**src/rtl/pipe_ctrl_pkg.sv**
```systemverilog
// Shared definitions for the pipeline controller: stall bit positions,
// stop values and controller FSM states.
package pipe_ctrl_pkg;

    localparam int STALL_W   = 6;
    localparam int STALL_PC  = 0;
    localparam int STALL_IF  = 1;
    localparam int STALL_ID  = 2;
    localparam int STALL_EX  = 3;
    localparam int STALL_MEM = 4;
    localparam int STALL_WB  = 5;

    localparam logic STOP    = 1'b1;
    localparam logic NO_STOP = 1'b0;

    typedef enum logic [1:0] {
        ST_RUN   = 2'd0,
        ST_PEND  = 2'd1,
        ST_FLUSH = 2'd2
    } ctrl_state_e;

    // Stop every stage from the PC up to and including stage `top`.
    function automatic logic [STALL_W-1:0] stall_upto(input int top);
        logic [STALL_W-1:0] v;
        for (int k = 0; k < STALL_W; k++) begin
            v[k] = (k <= top) ? STOP : NO_STOP;
        end
        return v;
    endfunction

endpackage

```
**src/rtl/pipe_ctrl_stall_encoder.sv**
```systemverilog
// Priority encoder from per-stage stall requests to the 6-bit stall vector;
// the most downstream requester decides how far back the pipeline freezes.
module stall_encoder
    import pipe_ctrl_pkg::*;
(
    input  logic               i_req_if,
    input  logic               i_req_id,
    input  logic               i_req_ex,
    input  logic               i_req_mem,
    output logic [STALL_W-1:0] o_stall
);

    always_comb begin
        o_stall = '0;
        if (i_req_mem) begin
            o_stall = stall_upto(STALL_MEM);
        end else if (i_req_ex) begin
            o_stall = stall_upto(STALL_EX);
        end else if (i_req_id) begin
            o_stall = stall_upto(STALL_ID);
        end else if (i_req_if) begin
            o_stall = stall_upto(STALL_IF);
        end
    end

endmodule

```
**src/rtl/pipe_ctrl.sv**
```systemverilog
// Central pipeline controller: stall merge, trap/mret flush sequencing and
// branch redirects. Optional stall watchdog enabled by STALL_WATCHDOG_EN.
module pipe_ctrl
    import pipe_ctrl_pkg::*;
#(
    parameter logic [31:0] RESET_PC    = 32'h0000_0000,
    parameter int unsigned WDOG_CYCLES = 1024
) (
    input  logic               clk_i,
    input  logic               n_rst_i,
    input  logic               stall_req_if_i,
    input  logic               stall_req_id_i,
    input  logic               stall_req_ex_i,
    input  logic               stall_req_mem_i,
    input  logic               branch_req_i,
    input  logic [31:0]        branch_pc_i,
    input  logic               trap_req_i,
    input  logic               mret_req_i,
    input  logic [31:0]        mtvec_i,
    input  logic [31:0]        mepc_i,
    output logic [STALL_W-1:0] stall_o,
    output logic               flush_o,
    output logic               flush_front_o,
    output logic               redirect_o,
    output logic [31:0]        redirect_pc_o,
    output logic               trap_taken_o,
    output logic               stall_timeout_o
);

    ctrl_state_e        r_state;
    logic [31:0]        r_target;
    logic               r_is_trap;
    logic               r_flush;
    logic               r_trap_taken;
    logic [31:0]        r_redirect_pc;

    logic [STALL_W-1:0] w_stall_vec;
    logic               w_accept;
    logic [31:0]        w_new_target;
    logic               w_branch_take;

    stall_encoder u_stall_encoder (
        .i_req_if  (stall_req_if_i),
        .i_req_id  (stall_req_id_i),
        .i_req_ex  (stall_req_ex_i),
        .i_req_mem (stall_req_mem_i),
        .o_stall   (w_stall_vec)
    );

    // Trap beats mret when both arrive together.
    assign w_accept      = (r_state == ST_RUN) && (trap_req_i || mret_req_i);
    assign w_new_target  = trap_req_i ? mtvec_i : mepc_i;
    assign w_branch_take = (r_state == ST_RUN) && branch_req_i && !trap_req_i && !mret_req_i
                           && !stall_req_ex_i && !stall_req_mem_i;

    // NOTE: sequential state uses non-blocking assignments so every register
    // samples the pre-edge values regardless of statement order.
    always_ff @(posedge clk_i or negedge n_rst_i) begin
        if (!n_rst_i) begin
            r_state       <= ST_RUN;
            r_target      <= '0;
            r_is_trap     <= 1'b0;
            r_flush       <= 1'b0;
            r_trap_taken  <= 1'b0;
            r_redirect_pc <= RESET_PC;
        end else begin
            r_flush       <= 1'b0;
            r_trap_taken  <= 1'b0;
            r_redirect_pc <= '0;
            unique case (r_state)
                ST_RUN: begin
                    if (w_accept) begin
                        r_target  <= w_new_target;
                        r_is_trap <= trap_req_i;
                        if (stall_req_mem_i) begin
                            r_state <= ST_PEND;
                        end else begin
                            r_state       <= ST_FLUSH;
                            r_flush       <= 1'b1;
                            r_trap_taken  <= trap_req_i;
                            r_redirect_pc <= w_new_target;
                        end
                    end
                end
                ST_PEND: begin
                    // Wait for the LSU bus to drain before killing the pipeline.
                    if (!stall_req_mem_i) begin
                        r_state       <= ST_FLUSH;
                        r_flush       <= 1'b1;
                        r_trap_taken  <= r_is_trap;
                        r_redirect_pc <= r_target;
                    end
                end
                ST_FLUSH: r_state <= ST_RUN;
                default:  r_state <= ST_RUN;
            endcase
        end
    end

    assign stall_o       = (r_state == ST_FLUSH) ? '0 : w_stall_vec;
    assign flush_o       = r_flush;
    assign trap_taken_o  = r_trap_taken;
    assign flush_front_o = w_branch_take;
    assign redirect_o    = r_flush | w_branch_take;
    assign redirect_pc_o = w_branch_take ? branch_pc_i : r_redirect_pc;

`ifdef STALL_WATCHDOG_EN
    localparam logic [15:0] WDOG_LAST = 16'(WDOG_CYCLES - 1);

    logic [15:0] r_wdog_cnt;
    logic        r_timeout;
    logic [15:0] w_wdog_next;

    // Saturate at the limit so a long stall produces a single pulse.
    assign w_wdog_next = !(|stall_o)              ? 16'd0 :
                         (r_wdog_cnt == WDOG_LAST) ? WDOG_LAST : r_wdog_cnt + 16'd1;

    always_ff @(posedge clk_i or negedge n_rst_i) begin
        if (!n_rst_i) begin
            r_wdog_cnt <= '0;
            r_timeout  <= 1'b0;
        end else begin
            r_wdog_cnt <= w_wdog_next;
            r_timeout  <= (w_wdog_next == WDOG_LAST) && (r_wdog_cnt != WDOG_LAST);
        end
    end

    assign stall_timeout_o = r_timeout;
`else
    logic w_unused_wdog;
    assign w_unused_wdog   = |WDOG_CYCLES;
    assign stall_timeout_o = 1'b0;
`endif

endmodule

```
**config.mk**
```make
export PLATFORM = sky130hd
export DESIGN_NAME = pipe_ctrl
export DESIGN_NICKNAME = d
export VERILOG_FILES = /design/src/rtl/pipe_ctrl_pkg.sv /design/src/rtl/pipe_ctrl_stall_encoder.sv /design/src/rtl/pipe_ctrl.sv
export SDC_FILE = /design/constraint.sdc
export NUM_CORES = 1
export LEC_CHECK = 0
export CORE_MARGIN = 1.5
export CORE_UTILIZATION = 44
export CTS_BUF_LIST = sky130_fd_sc_hd__clkbuf_2 sky130_fd_sc_hd__clkbuf_4 sky130_fd_sc_hd__clkbuf_8
export CTS_CLUSTER_DIAMETER = 100
export CTS_CLUSTER_SIZE = 16
export DETAILED_ROUTE_END_ITERATION = 12
export GPL_TIMING_DRIVEN = 0
export PLACE_DENSITY = 0.83
export SYNTH_ARGS = -nofsm -noshare
export SYNTH_HDL_FRONTEND = slang
export SYNTH_SLANG_ARGS = --single-unit
```
**constraint.sdc**
```tcl
create_clock -name clk_i -period 2.25 [get_ports clk_i]
set_clock_uncertainty 0.15 [all_clocks]
set_input_delay 0.45 -clock clk_i [delete_from_list [all_inputs] [get_ports clk_i]]
set_output_delay 0.45 -clock clk_i [all_outputs]
set_load 0.02 [all_outputs]
```
==> run summary <==
Total power = 3.35 mW
H-tree Lvls = 3
Leakage = 2.52 nW
Clock transition at the registers of the reported paths = 0.07 ns
Worst slew margin = 42.7%
Worst slew pin tran = 0.860 ns
Final hold slack = 0.0648 ns
Routed Antenna Nets = 0
Power Density = 628 nW/µm²
Post-synthesis mux area share = 22.8%
DRC errors left = 0
Worst Path Required = 1.65 ns
First-pass GRT wire length = 15800 µm
Layout Utilization = 69.7%
Most frequent cells in the layout = clkdlybuf4s50_1 (100), dfrtp_1 (68), a21oi_1 (64)
Switching Share = 28.4%
Final period util = 113%
Yosys warns = 0
Kind of critical path = reg -> out
Crit path max fanout = 5
Cell Area, Synth = 3430 µm²
Comb pwr share = 27.3%
PortBufs = 144
Clock group share of total power = 27.6%
FMAX = 394 MHz
Final setup vio count = 32
CTS Root Cell = clkbuf_8
Die ar. = 8340 µm²
Area share of the largest cell type after synthesis = 50.3%
Min-Delay Path Class = in -> async
Mean routed wirelength per cell = 16.4 µm
Gr ovfl total = 0
Crit start category = flop
Area grow syn2layout = 55.2%
Max VDD drop = 0.394 mV
Total wire length = 9710 µm
Initial DRT Pass Iterations = 7
#FFs+latches synth = 69
Fillcell total = 571
CTS tree = built
Sequential share of power = 45.2%
Setup slack after placement = -1.01 ns
Core area = 7650 µm²
Post-Synth Simple-Gate Area = 7.47%
Setup ws final = -0.287 ns
Area leader, netlist = dfrtp_1
Layout cells sized above 1 = 25.2%
Clk Latency, worst-skew pair = 0.33 ns
Cells after synthesis = 315
Synthesized-area fraction occupied by adder cells = 0%
Synth cell types = 27
Status = finished, violations left
CP Data Arrival Time = 1.94 ns
Top post-synthesis cells by area = dfrtp_1 (50%), mux2_4 (11%), mux2i_1 (9.6%)
Initial Util = 44.9%
Failing checks = setup timing
Footprint of the multi-input gates = 1560 µm²
Most common cell after layout, fill and taps aside = clkdlybuf4s50_1
Fin. Hold Viols = 0
Fin crit period = 2.54 ns
CTS sink count = 69
Syn avg cell area = 10.9 µm²
Sequential standard cell area = 1730 µm²
Compound-Gate Fraction of Synth Area = 14.4%
CTS Buf Count = 9
Maximum root-to-sink buffer count = 2
Row count = 32
Antenna violations before repair = 0
XOR/XNOR share of the synthesized area = 0%
Register area share after synthesis = 50.3%
Vias/cell = 5.28
Iteration-0 DRC Markers = 158
Vias in the first global route = 3189
Via count = 3123
Switch Pwr = 0.952 mW
Combinational family with the most area after synthesis = multiplexers
Unrepaired setup endpoints after global routing = yes
Die X = 91.4 µm
Final count of pins violating max slew = 0
Largest net degree at the start of global routing = 70
All-layer global routing usage = 24.3%
Internal Power = 2.40 mW
Setup TNS = -6.25 ns
# IOs = 148
Die H = 91.4 µm
Crit. End Element = output port
Final Wtd Congestion = 0.746
Maxcap violations = 0
Diode count = 0
NumNets Final = 592
HPWL Detailed = 7070 µm
-- stage by stage --
step,cells,cell area [µm²]
detailed placement,562,5000
CTS,587,5330
finish,591,5330
global placement,562,5010
global route,591,5330
floorplan,316,3440
-- state kept, by name, indices dropped and copies added, names as in the netlist --
signal / flops
r_state: 2
r_is_trap: 1
r_redirect_pc: 32
flush_o: 1
trap_taken_o: 1
r_target: 32
-- logic make-up (layout without fill, tap and decap cells) --
kind of cell           after synthesis  in the layout
DFF                                 69             69
other                                1              2
AOI/OAI and AO/OA                   98             98
muxes                               65             65
buffers and inverters               30            203
and+or+nand+nor                     52             52
-- layout make-up --
cell class	count	area share, %
flip-flops and latches	69	32.4
multi-input cells	217	29.3
repair buffers	160	29.1
plain buffers	27	3.40
clock buffers	10	2.46
well taps	102	2.39
clock inverters	3	0.751
inverters	3	0.211
-- Yosys cell counts --
library cell and count:
mux2_4 25, buf_4 3, nand4_4 1, mux2_1 3, nor2_2 1, dfrtp_1 69, mux2i_1 33, inv_1 3
nand2b_1 1, nor2b_1 1, conb_1 1, o21ai_1 8, o21ai_0 24, or2_1 1, clkbuf_2 2, nor2_1 5
nor2_8 1, nand3_1 1, mux2_2 4, a21oi_1 65, buf_1 3, a22o_1 1, buf_6 3, nor3b_2 1
buf_2 16, nor3_1 6, nand2_1 33
-- worst max-delay path, cell delays in order (launching register included) --
cell,delay [ns]
dfrtp_1,0.37
buf_6,0.13
nor2_8,0.09
nand4_4,0.15
buf_12,0.19
buf_12,0.13
buf_4,0.13
mux2_4,0.30
buf_6,0.13
-- power groups by stage --
stage / logic, mW / registers, mW / clock network [mW]
floorplan: 0.471 / 1.51 / 0
CTS: 0.907 / 1.51 / 0.933
global route: 0.985 / 1.53 / 0.996
global placement: 0.878 / 1.52 / 0
detailed placement: 0.909 / 1.53 / 0
finish: 0.913 / 1.51 / 0.923
-- timing repair --
item	4_1_cts	5_1_grt
gates cloned	2	0
setup endpoints to repair	39	35
pin swaps	3	1
setup buffers	10	4
gates resized for setup	164	13
hold buffers	0	0
-- layer usage --
metal,vias to the layer above,wire length [µm],global-route usage [%]
met3,19,653,4.19
met2,130,5110,43.5
met4,0,201,8.33
met1,1525,3740,29.4
met5,-,0,0
li1,1449,-,-
-- final timing paths --
path,start,endpoint,slack (ns),cells past startpoint
setup / recovery,r_state[1],redirect_pc_o[9],-0.29,8
hold / removal,n_rst_i,r_redirect_pc[23],0.06,1
setup reg to reg,r_state[1],r_target[19],0.28,6
hold reg to reg,r_target[28],r_redirect_pc[28],0.33,2
max in group asynchronous,n_rst_i,r_state[0],1.26,1
min in group clk_i,stall_req_mem_i,trap_taken_o,0.27,2
No activity file was read; power rests on OpenSTA's default activity.
